## config.mk

```make
export PLATFORM = sky130hd
export DESIGN_NAME = mem_arbiter_flat
export DESIGN_NICKNAME = d
export VERILOG_FILES = /design/src/rtl/mem_arbiter_if.sv /design/src/rtl/mem_arbiter.sv /design/src/flat_wrapper.sv
export SDC_FILE = /design/constraint.sdc
export NUM_CORES = 1
export LEC_CHECK = 0
export ABC_CLOCK_PERIOD_IN_PS = 1800
export BUFFER_PORTS_ARGS = -buffer_cell sky130_fd_sc_hd__buf_4
export CORE_ASPECT_RATIO = 0.7
export CORE_UTILIZATION = 37
export CTS_CLUSTER_DIAMETER = 120
export DETAILED_ROUTE_END_ITERATION = 8
export GPL_TIMING_DRIVEN = 0
export PLACE_DENSITY = 0.74
export REMOVE_ABC_BUFFERS = 1
export SETUP_SLACK_MARGIN = 0.4
export SLEW_MARGIN = 25
export SYNTH_ARGS = -nofsm -noshare
export SYNTH_HDL_FRONTEND = slang
export SYNTH_SLANG_ARGS = --single-unit
```

## constraint.sdc

```tcl
create_clock -name clk -period 1.8 [get_ports clk]
set_input_delay 0.09 -clock clk [delete_from_list [all_inputs] [get_ports clk]]
set_output_delay 0.09 -clock clk [all_outputs]
set_load 0.03 [all_outputs]
```

## src/rtl/mem_arbiter_if.sv

```systemverilog
// rtl/mem_arbiter_if.sv - requester handshakes and memory bus bundle for mem_arbiter
//
// Purpose: groups the fetch port, load/store port, memory bus and stall
// outputs of mem_arbiter into one interface.
// Modports:
//   master - requesters and memory model: drive requests, bus_rdata, bus_ready
//   slave  - the arbiter: drives acks, read data, bus_* outputs and stalls
interface mem_arbiter_if #(
  parameter int ADDR_WIDTH = 32,
  parameter int DATA_WIDTH = 32
);
  // fetch port (read-only)
  logic                  if_req;
  logic [ADDR_WIDTH-1:0] if_addr;
  logic                  if_ack;
  logic [DATA_WIDTH-1:0] if_rdata;
  // load/store port
  logic                  mem_req;
  logic                  mem_we;
  logic [ADDR_WIDTH-1:0] mem_addr;
  logic [DATA_WIDTH-1:0] mem_wdata;
  logic [3:0]            mem_sel;
  logic                  mem_ack;
  logic [DATA_WIDTH-1:0] mem_rdata;
  // memory bus
  logic                  bus_ce;
  logic                  bus_we;
  logic [ADDR_WIDTH-1:0] bus_addr;
  logic [DATA_WIDTH-1:0] bus_wdata;
  logic [3:0]            bus_sel;
  logic [DATA_WIDTH-1:0] bus_rdata;
  logic                  bus_ready;
  logic                  bus_err;
  // pipeline stalls
  logic                  if_stall;
  logic                  mem_stall;

  modport master (
    output if_req, if_addr, mem_req, mem_we, mem_addr, mem_wdata, mem_sel,
           bus_rdata, bus_ready,
    input  if_ack, if_rdata, mem_ack, mem_rdata, bus_ce, bus_we, bus_addr,
           bus_wdata, bus_sel, bus_err, if_stall, mem_stall
  );

  modport slave (
    input  if_req, if_addr, mem_req, mem_we, mem_addr, mem_wdata, mem_sel,
           bus_rdata, bus_ready,
    output if_ack, if_rdata, mem_ack, mem_rdata, bus_ce, bus_we, bus_addr,
           bus_wdata, bus_sel, bus_err, if_stall, mem_stall
  );
endinterface

```

## src/rtl/mem_arbiter.sv

```systemverilog
// rtl/mem_arbiter.sv - single-port memory arbiter between fetch and load/store stages
//
// Purpose: grants the shared memory bus to one requester at a time, registers
// its address/data/control onto the bus, completes on bus_ready or on a
// watchdog timeout, and produces per-stage stall signals.
// Ports:
//   clk  - clock, all state on rising edge
//   rst  - asynchronous reset, active-low
//   port - mem_arbiter_if.slave: if_* fetch port, mem_* load/store port,
//          bus_* memory bus, if_stall / mem_stall
// Parameters: ADDR_WIDTH, DATA_WIDTH, TIMEOUT (1..255 grant cycles)
// Optional: define ARB_ROUND_ROBIN_EN to alternate grants on ties
//           (default build: load/store always wins a tie).
module mem_arbiter #(
  parameter int ADDR_WIDTH = 32,
  parameter int DATA_WIDTH = 32,
  parameter int TIMEOUT    = 15
) (
  input  logic          clk,
  input  logic          rst,
  mem_arbiter_if.slave  port
);

  typedef enum logic [1:0] {IDLE, GRANT_IF, GRANT_MEM} state_t;

  localparam logic [7:0] WAIT_LAST = 8'(TIMEOUT - 1);

  state_t                state;
  logic [7:0]            wait_cnt;
  logic                  bus_ce_q;
  logic                  bus_we_q;
  logic [ADDR_WIDTH-1:0] bus_addr_q;
  logic [DATA_WIDTH-1:0] bus_wdata_q;
  logic [3:0]            bus_sel_q;

  logic                  granted;
  logic                  timeout;
  logic                  if_done;
  logic                  mem_done;
  logic                  pick_mem;

  assign granted  = (state == GRANT_IF) || (state == GRANT_MEM);
  // bus_ready wins over the watchdog, so a coinciding ready is a clean completion
  assign timeout  = granted && (wait_cnt == WAIT_LAST) && !port.bus_ready;
  assign if_done  = (state == GRANT_IF)  && (port.bus_ready || timeout);
  assign mem_done = (state == GRANT_MEM) && (port.bus_ready || timeout);

`ifdef ARB_ROUND_ROBIN_EN
  // 1 = load/store port received the most recent grant
  logic last_mem;
  assign pick_mem = port.mem_req && (!port.if_req || !last_mem);
`else
  assign pick_mem = port.mem_req;
`endif

  always_ff @(posedge clk or negedge rst) begin
    if (!rst) begin
      state       <= IDLE;
      wait_cnt    <= 8'd0;
      bus_ce_q    <= 1'b0;
      bus_we_q    <= 1'b0;
      bus_addr_q  <= '0;
      bus_wdata_q <= '0;
      bus_sel_q   <= 4'b0000;
`ifdef ARB_ROUND_ROBIN_EN
      last_mem    <= 1'b1;
`endif
    end else begin
      case (state)
        IDLE: begin
          wait_cnt <= 8'd0;
          if (pick_mem) begin
            state       <= GRANT_MEM;
            bus_ce_q    <= 1'b1;
            bus_we_q    <= port.mem_we;
            bus_addr_q  <= port.mem_addr;
            bus_wdata_q <= port.mem_wdata;
            bus_sel_q   <= port.mem_sel;
`ifdef ARB_ROUND_ROBIN_EN
            last_mem    <= 1'b1;
`endif
          end else if (port.if_req) begin
            state       <= GRANT_IF;
            bus_ce_q    <= 1'b1;
            bus_we_q    <= 1'b0;
            bus_addr_q  <= port.if_addr;
            bus_wdata_q <= '0;
            bus_sel_q   <= 4'b1111;
`ifdef ARB_ROUND_ROBIN_EN
            last_mem    <= 1'b0;
`endif
          end else begin
            bus_ce_q <= 1'b0;
            bus_we_q <= 1'b0;
          end
        end
        GRANT_IF, GRANT_MEM: begin
          // bus_* hold for the whole grant; requester inputs are not looked at
          if (if_done || mem_done) begin
            state    <= IDLE;
            bus_ce_q <= 1'b0;
            bus_we_q <= 1'b0;
            wait_cnt <= 8'd0;
          end else begin
            wait_cnt <= wait_cnt + 8'd1;
          end
        end
        default: begin
          state    <= IDLE;
          bus_ce_q <= 1'b0;
          bus_we_q <= 1'b0;
          wait_cnt <= 8'd0;
        end
      endcase
    end
  end

  assign port.bus_ce    = bus_ce_q;
  assign port.bus_we    = bus_we_q;
  assign port.bus_addr  = bus_addr_q;
  assign port.bus_wdata = bus_wdata_q;
  assign port.bus_sel   = bus_sel_q;
  assign port.bus_err   = timeout;

  assign port.if_ack    = if_done;
  assign port.mem_ack   = mem_done;
  // read data only passes on a real bus_ready completion; timeout returns 0
  assign port.if_rdata  = (if_done  && port.bus_ready) ? port.bus_rdata : '0;
  assign port.mem_rdata = (mem_done && port.bus_ready) ? port.bus_rdata : '0;

  assign port.if_stall  = port.if_req  && !if_done;
  assign port.mem_stall = port.mem_req && !mem_done;

endmodule

```

## src/flat_wrapper.sv

```systemverilog
// flat-port wrapper written by rule: the top's interface ports become plain ports
module mem_arbiter_flat 
#(
  parameter int ADDR_WIDTH = 32,
  parameter int DATA_WIDTH = 32,
  parameter int TIMEOUT    = 15
)
  (clk, rst, port_if_req, port_if_addr, port_mem_req, port_mem_we, port_mem_addr, port_mem_wdata, port_mem_sel, port_bus_rdata, port_bus_ready, port_if_ack, port_if_rdata, port_mem_ack, port_mem_rdata, port_bus_ce, port_bus_we, port_bus_addr, port_bus_wdata, port_bus_sel, port_bus_err, port_if_stall, port_mem_stall);
  mem_arbiter_if #(.ADDR_WIDTH(ADDR_WIDTH), .DATA_WIDTH(DATA_WIDTH)) port_i ();
  input  logic clk;
  input  logic rst;
  input wire logic [$bits(port_i.if_req)-1:0] port_if_req;
  input wire logic [$bits(port_i.if_addr)-1:0] port_if_addr;
  input wire logic [$bits(port_i.mem_req)-1:0] port_mem_req;
  input wire logic [$bits(port_i.mem_we)-1:0] port_mem_we;
  input wire logic [$bits(port_i.mem_addr)-1:0] port_mem_addr;
  input wire logic [$bits(port_i.mem_wdata)-1:0] port_mem_wdata;
  input wire logic [$bits(port_i.mem_sel)-1:0] port_mem_sel;
  input wire logic [$bits(port_i.bus_rdata)-1:0] port_bus_rdata;
  input wire logic [$bits(port_i.bus_ready)-1:0] port_bus_ready;
  output wire logic [$bits(port_i.if_ack)-1:0] port_if_ack;
  output wire logic [$bits(port_i.if_rdata)-1:0] port_if_rdata;
  output wire logic [$bits(port_i.mem_ack)-1:0] port_mem_ack;
  output wire logic [$bits(port_i.mem_rdata)-1:0] port_mem_rdata;
  output wire logic [$bits(port_i.bus_ce)-1:0] port_bus_ce;
  output wire logic [$bits(port_i.bus_we)-1:0] port_bus_we;
  output wire logic [$bits(port_i.bus_addr)-1:0] port_bus_addr;
  output wire logic [$bits(port_i.bus_wdata)-1:0] port_bus_wdata;
  output wire logic [$bits(port_i.bus_sel)-1:0] port_bus_sel;
  output wire logic [$bits(port_i.bus_err)-1:0] port_bus_err;
  output wire logic [$bits(port_i.if_stall)-1:0] port_if_stall;
  output wire logic [$bits(port_i.mem_stall)-1:0] port_mem_stall;
  assign port_i.if_req = port_if_req;
  assign port_i.if_addr = port_if_addr;
  assign port_i.mem_req = port_mem_req;
  assign port_i.mem_we = port_mem_we;
  assign port_i.mem_addr = port_mem_addr;
  assign port_i.mem_wdata = port_mem_wdata;
  assign port_i.mem_sel = port_mem_sel;
  assign port_i.bus_rdata = port_bus_rdata;
  assign port_i.bus_ready = port_bus_ready;
  assign port_if_ack = port_i.if_ack;
  assign port_if_rdata = port_i.if_rdata;
  assign port_mem_ack = port_i.mem_ack;
  assign port_mem_rdata = port_i.mem_rdata;
  assign port_bus_ce = port_i.bus_ce;
  assign port_bus_we = port_i.bus_we;
  assign port_bus_addr = port_i.bus_addr;
  assign port_bus_wdata = port_i.bus_wdata;
  assign port_bus_sel = port_i.bus_sel;
  assign port_bus_err = port_i.bus_err;
  assign port_if_stall = port_i.if_stall;
  assign port_mem_stall = port_i.mem_stall;
  mem_arbiter #(.ADDR_WIDTH(ADDR_WIDTH), .DATA_WIDTH(DATA_WIDTH), .TIMEOUT(TIMEOUT)) u_core (.clk(clk), .rst(rst), .port(port_i));
endmodule
```

==> results_dict.tcl, run 1 <==
set metrics [dict create \
    status "complete, but fails checks" \
    violations "negative setup slack" \
    finalWirelength_mm 16.6 \
    crit_family "simple AND/OR/NAND/NOR gates" \
    place_hpwl_mm 9.00 \
    total_power_w 0.0133 \
    hold_viol 0 \
    yosys_warnings 0 \
    synth_area_um2 3870 \
    ios 277 \
    synth_area_leader_cell "dfrtp_1" \
    ant_nets 0 \
    end_kind "primary output" \
    yosysMostFrequentCell "dfrtp_1" \
    cp.arrival_ps 1920 \
    drv_cap 0 \
    p_clk_frac 0.137 \
    cts.path.max_buffers 2 \
    critPathBufInv 2 \
    rows 30 \
    layout_setup_ws_ps -209 \
    ys_types 33 \
    slew_headroom 0.524 \
    fp.coreArea_um2 9910 \
    required_ps 1710 \
    antenna_found_initial 0 \
    numPortBuffers 276 \
    p_comb_frac 0.629 \
    syn_avg_cell_area_um2 10.6 \
    grt_pass1_vias 4105 \
    htree_levels 3 \
    ys_top_cells_by_count "80 x dfrtp_1, 65 x and3_1, 35 x nand2_1" \
    final_nets 849 \
    synth_top_area_share 0.517 \
    cts_tree "built" \
    critPathMaxFanout 3 \
    gp_congestion 0.811 \
    worst_pin_slew_ps 714 \
    fillers 598 \
    initial_core_util 0.390 \
    cellPowerDensity_nw_per_um2 1680 \
    skew_ps 6.68 \
    p_sw_frac 0.432 \
    area_growth_pct 105 \
    hold_ws_ps 7.61 \
    drive_above_1_share 0.584 \
    yosys_most_used_dff "dfrtp_1" \
    drt_iter0_markers 258 \
    cts.sink_count 80 \
    die-area_um2 10900 \
    vias 4453 \
    cpMaxStageDelayCell "dfrtp_1" \
    seq_area_frac_synth 0.517 \
    synth_edf_count 0 \
    clock_latency_ps 330 \
    p_seq_frac 0.234 \
    clkTransAtPathRegs_ps 60 \
    max_stage_delay_ps 370 \
    viasPerCell 5.31 \
    cts_root_buf "clkbuf_16" \
    crit_type "reg2out" \
    drt_pre_antenna_iters 5 \
    max_freq_mhz 498 \
    grt_overflow 0 \
    antennaDiodeCount 0 \
    p_leak_nw 4.19 \
    post_drt_wl_per_cell_um 19.7 \
    cts_made_buffers 9 \
    syn_inst 365 \
    finalSetupViolCount 55 \
    grt_pass1_wl_mm 22.0 \
    grt.total_usage 0.258 \
    grt_max_degree 81 \
    start_kind "flip-flop" \
    fin_tns_setup_ps -5200 \
    period_needed_ps 2010 \
    ys_ff_latch 80 \
    finalCritPeriodShare 1.12 \
    synthArstFlopShare 1.00 \
    die_x_um 124 \
    cp_cell_sequence "inv_2 > ha_4 > nor4b_4 > and4_4 > o21ai_2 > and2_1 > buf_6" \
    internal_power_w 0.00759 \
    synthTopCellsByArea "dfrtp_1 52%, and3_1 11%, mux2i_1 8.5%, a22o_1 7.5%, o21ai_0 4.4%" \
    dpl_worst_slack_ps -641 \
    finalMaxSlewViolations 0 \
    net-switching-power_w 0.00576 \
    ir_drop_uv 1030 \
    grt_setup_unrepaired "yes" \
    die_h_um 87.6 \
    drc_errors 0 \
    hp-class "in2reg" \
]
## power by group through the flow
stage          logic, W  registers, W  clock network, W
6_report        0.00840       0.00313           0.00182
5_1_grt         0.00875       0.00321           0.00195
4_1_cts         0.00703       0.00299           0.00184
3_5_place_dp    0.00574       0.00300                 0
3_3_place_gp    0.00541       0.00301                 0
2_1_floorplan   0.00193       0.00462                 0
## routing by layer
layer	wire (µm)	global-route usage
met1	6190	0.312
met5	0	0
met2	8870	0.458
met4	541	0.0887
met3	951	0.0629
## worst paths after layout
| path | from | depth (start not counted) | slack, ps | endpoint |
|---|---|---|---|---|
| worst max-delay path | u_core.state[0] | 7 | -210 | port_mem_stall |
| worst min-delay path | port_mem_sel[3] | 2 | 8 | u_core.port.bus_sel[3] |
| worst max register to register | u_core.state[0] | 8 | -120 | u_core.state[1] |
| worst min register to register | u_core.port.bus_addr[5] | 2 | 490 | u_core.port.bus_addr[5] |
| max in group asynchronous | rst | 2 | 940 | u_core.port.bus_addr[30] |
| min in group asynchronous | rst | 2 | 350 | u_core.port.bus_wdata[11] |
## per-stage QoR
| stage | instance area, µm² | utilization | cells |
|---|---|---|---|
| final | 7940 | 0.801 | 839 |
| after global routing | 7940 | 0.801 | 839 |
| after CTS | 7400 | 0.747 | 820 |
| after detailed placement | 6050 | 0.611 | 740 |
| after global placement | 5960 | 0.601 | 737 |
| after floorplan | 3720 | - | 333 |
## cells in the final DEF, fill, tap and decap left out, types with 3 or more instances in the layout
| cell type | synthesis | final |
|---|---|---|
| a22o_1 | 33 | 33 |
| ha_4 | 0 | 3 |
| o21ai_1 | 1 | 13 |
| and3_1 | 65 | 61 |
| dfrtp_1 | 80 | 80 |
| nand2_2 | 0 | 13 |
| buf_4 | 0 | 222 |
| nand2_4 | 0 | 14 |
| o21ai_2 | 0 | 18 |
| buf_16 | 0 | 5 |
| xor2_1 | 4 | 4 |
| o22a_1 | 4 | 4 |
| nand2_1 | 35 | 8 |
| o21ai_0 | 34 | 3 |
| buf_6 | 1 | 84 |
| nor2_2 | 1 | 4 |
| nor2_4 | 0 | 5 |
| dlygate4sd3_1 | 0 | 36 |
| nand4_1 | 3 | 3 |
| buf_8 | 0 | 6 |
| inv_1 | 8 | 6 |
| buf_12 | 0 | 4 |
| and3_4 | 0 | 3 |
| mux2i_1 | 33 | 33 |
| clkbuf_16 | 0 | 14 |
## flip-flops by register name (all words and copies together) (netlist names)
signal and count:
u_core.port.bus_we 1, u_core.port.bus_sel 4, u_core.port.bus_ce 1, u_core.wait_cnt 8, u_core.port.bus_wdata 32, u_core.port.bus_addr 32, u_core.state 2
## layout make-up
| type | instances | area [µm²] | area share |
|---|---|---|---|
| Sequential cell | 80 | 2000 | 0.252 |
| Clock inverter | 6 | 68.8 | 0.00867 |
| Clock buffer | 10 | 229 | 0.0289 |
| Timing Repair Buffer | 362 | 3410 | 0.429 |
| Multi-Input combinational cell | 245 | 2040 | 0.257 |
| Inverter | 8 | 30.0 | 0.00378 |
| Tap cell | 128 | 160 | 0.0202 |
## timing repair
item                                   in CTS  in global routing
setup endpoints to repair                 140                141
buffers inserted                           24                 12
endpoints found under the hold margin     114                  1
pin swaps                                   9                 34
gates resized for setup                   106                125
hold buffers                               35                  1
gates cloned                                5                  6
## cell families (layout without fill, tap and decap cells)
family	count (synthesis)	in the layout	share of synthesized area
mux	34	34	0.0883
flops	80	80	0.517
simple gates	123	123	0.177
fa+ha+maj	5	5	0.0162
buf+inv	40	386	0.0450
xor+xnor	6	6	0.0136
compound gates	77	77	0.142
(Power assumes the default switching activity.)
==> inputs of run 2 (changes only) <==
--- a/config.mk
+++ b/config.mk
@@ -12,7 +12,7 @@
 export CTS_CLUSTER_DIAMETER = 120
 export DETAILED_ROUTE_END_ITERATION = 8
 export GPL_TIMING_DRIVEN = 0
-export PLACE_DENSITY = 0.74
+export PLACE_DENSITY = 0.77
 export REMOVE_ABC_BUFFERS = 1
 export SETUP_SLACK_MARGIN = 0.4
 export SLEW_MARGIN = 25
==> results_dict.tcl, run 2 (synthesis results as in run 1) <==
set metrics [dict create \
    clock_latency_ps 340 \
    ir_drop_uv 1030 \
    drv_cap 0 \
    r2r_setup_slack_ps -240 \
    htree_levels 3 \
    die_h_um 87.6 \
    drt_pre_antenna_iters 4 \
    grt_max_degree 81 \
    die_x_um 124 \
    final_nets 860 \
    final_cell_mix "222 x buf_4, 85 x buf_6, 80 x dfrtp_1" \
    status "complete, but fails checks" \
    min_path_cells 3 \
    vias 4590 \
    final_common_cell "buf_4" \
    cts.path.max_buffers 2 \
    die-area_um2 10900 \
    r2r-start "u_core.state[0]" \
    cts_tree "built" \
    post_drt_wl_per_cell_um 21.8 \
    hold_ws_ps 19.9 \
    max_freq_mhz 490 \
    fin_tns_setup_ps -3270 \
    finalMaxSlewViolations 0 \
    period_needed_ps 2040 \
    grt.total_usage 0.283 \
    antenna_found_initial 0 \
    finalSetupViolCount 40 \
    critPathMaxFanout 5 \
    cellPowerDensity_nw_per_um2 1770 \
    p_leak_nw 4.38 \
    fillers 473 \
    layout_setup_ws_ps -241 \
    violations "negative setup slack" \
    cts_made_buffers 9 \
    ff2ff_path_depth 11 \
    rows 30 \
    drc_errors 0 \
    end_kind "flip-flop" \
    place_hpwl_mm 9.05 \
    hp-start "port_mem_we" \
    fp.coreArea_um2 9910 \
    ant_nets 0 \
    ios 277 \
    hp-class "in2reg" \
    worst_pin_slew_ps 757 \
    cp.arrival_ps 2290 \
    crit_type "reg2reg" \
    drt_iter0_markers 272 \
    finalWirelength_mm 18.5 \
    numPortBuffers 276 \
    grt_setup_unrepaired "yes" \
    cts_root_buf "clkbuf_16" \
    required_ps 2050 \
    grt_pass1_vias 4520 \
    clkTransAtPathRegs_ps 50 \
    viasPerCell 5.41 \
    cts.sink_count 80 \
    finalCritPeriodShare 1.13 \
    area_growth_pct 115 \
    hold_viol 0 \
    r2r-end "u_core.state[0]" \
    skew_ps 14.7 \
    grt_pass1_wl_mm 23.9 \
    gp_congestion 0.773 \
    start_kind "flip-flop" \
    grt_overflow 0 \
    min_to "u_core.port.bus_we" \
    initial_core_util 0.390 \
    fin_util 0.841 \
    slew_headroom 0.495 \
    antennaDiodeCount 0 \
    drive_above_1_share 0.596 \
]
run 2: worst max path at each step:
stage / startpoint / to / depth (start not counted)
2_1_floorplan: port_mem_req / u_core.port.bus_addr[0] / 2
3_3_place_gp: port_mem_req / u_core.port.bus_addr[11] / 3
3_5_place_dp: u_core.state[0] / u_core.port.bus_ce / 5
4_1_cts: u_core.state[1] / port_mem_stall / 7
5_1_grt: u_core.state[0] / u_core.state[0] / 11
6_report: u_core.state[0] / u_core.state[0] / 11
run 2: critical path: stages, from the launching register on:
cell and delay [ps]:
dfrtp_1 370, inv_2 70, ha_4 260, buf_4 100, buf_6 80, buf_6 80
or2b_4 270, a41oi_4 230, nor2_4 80, buf_6 130, buf_8 130, a21oi_2 150
run 2: per-stage QoR:
stage / worst slack, ps / instances / area, µm² / power, W
finish: -241 / 849 / 8330 / 0.0147
global route: -287 / 849 / 8330 / 0.0152
CTS: -157 / 831 / 7790 / 0.0130
detailed placement: -673 / 740 / 6050 / 0.00875
global placement: -3450 / 737 / 5960 / 0.00849
floorplan: -1750 / 333 / 3720 / 0.00655
run 2: per-layer routing:
metal / wire length, µm / global-route usage
met2: 9820 / 0.524
met3: 1120 / 0.0635
met1: 6710 / 0.321
met5: 0 / 0
met4: 836 / 0.118
run 2: area by class of cell:
| type | count | area (µm²) | share of cell area |
|---|---|---|---|
| multi-input cells | 246 | 2170 | 0.260 |
| clock buffers | 12 | 246 | 0.0296 |
| inverters | 8 | 30.0 | 0.00360 |
| clock inverters | 3 | 90.1 | 0.0108 |
| well taps | 128 | 160 | 0.0192 |
| repair buffers | 372 | 3640 | 0.436 |
| flip-flops and latches | 80 | 2000 | 0.240 |
run 2: report_power, final:
| part | leakage [nW] | internal (W) | switching (W) |
|---|---|---|---|
| combinational | 3.22 | 0.00455 | 0.00484 |
| clock | 0.163 | 0.00139 | 0.000721 |
| sequential | 1.00 | 0.00256 | 0.000657 |
| total | 4.38 | 0.00849 | 0.00622 |
run 2: what timing repair did:
item                       CTS  global route
hold buffers                37             0
gates resized for setup    172            85
hold endpoints to repair   116             0
cloned                      10             7
pin swaps                   28            34
setup endpoints to repair  141           141
buffers inserted            29            11
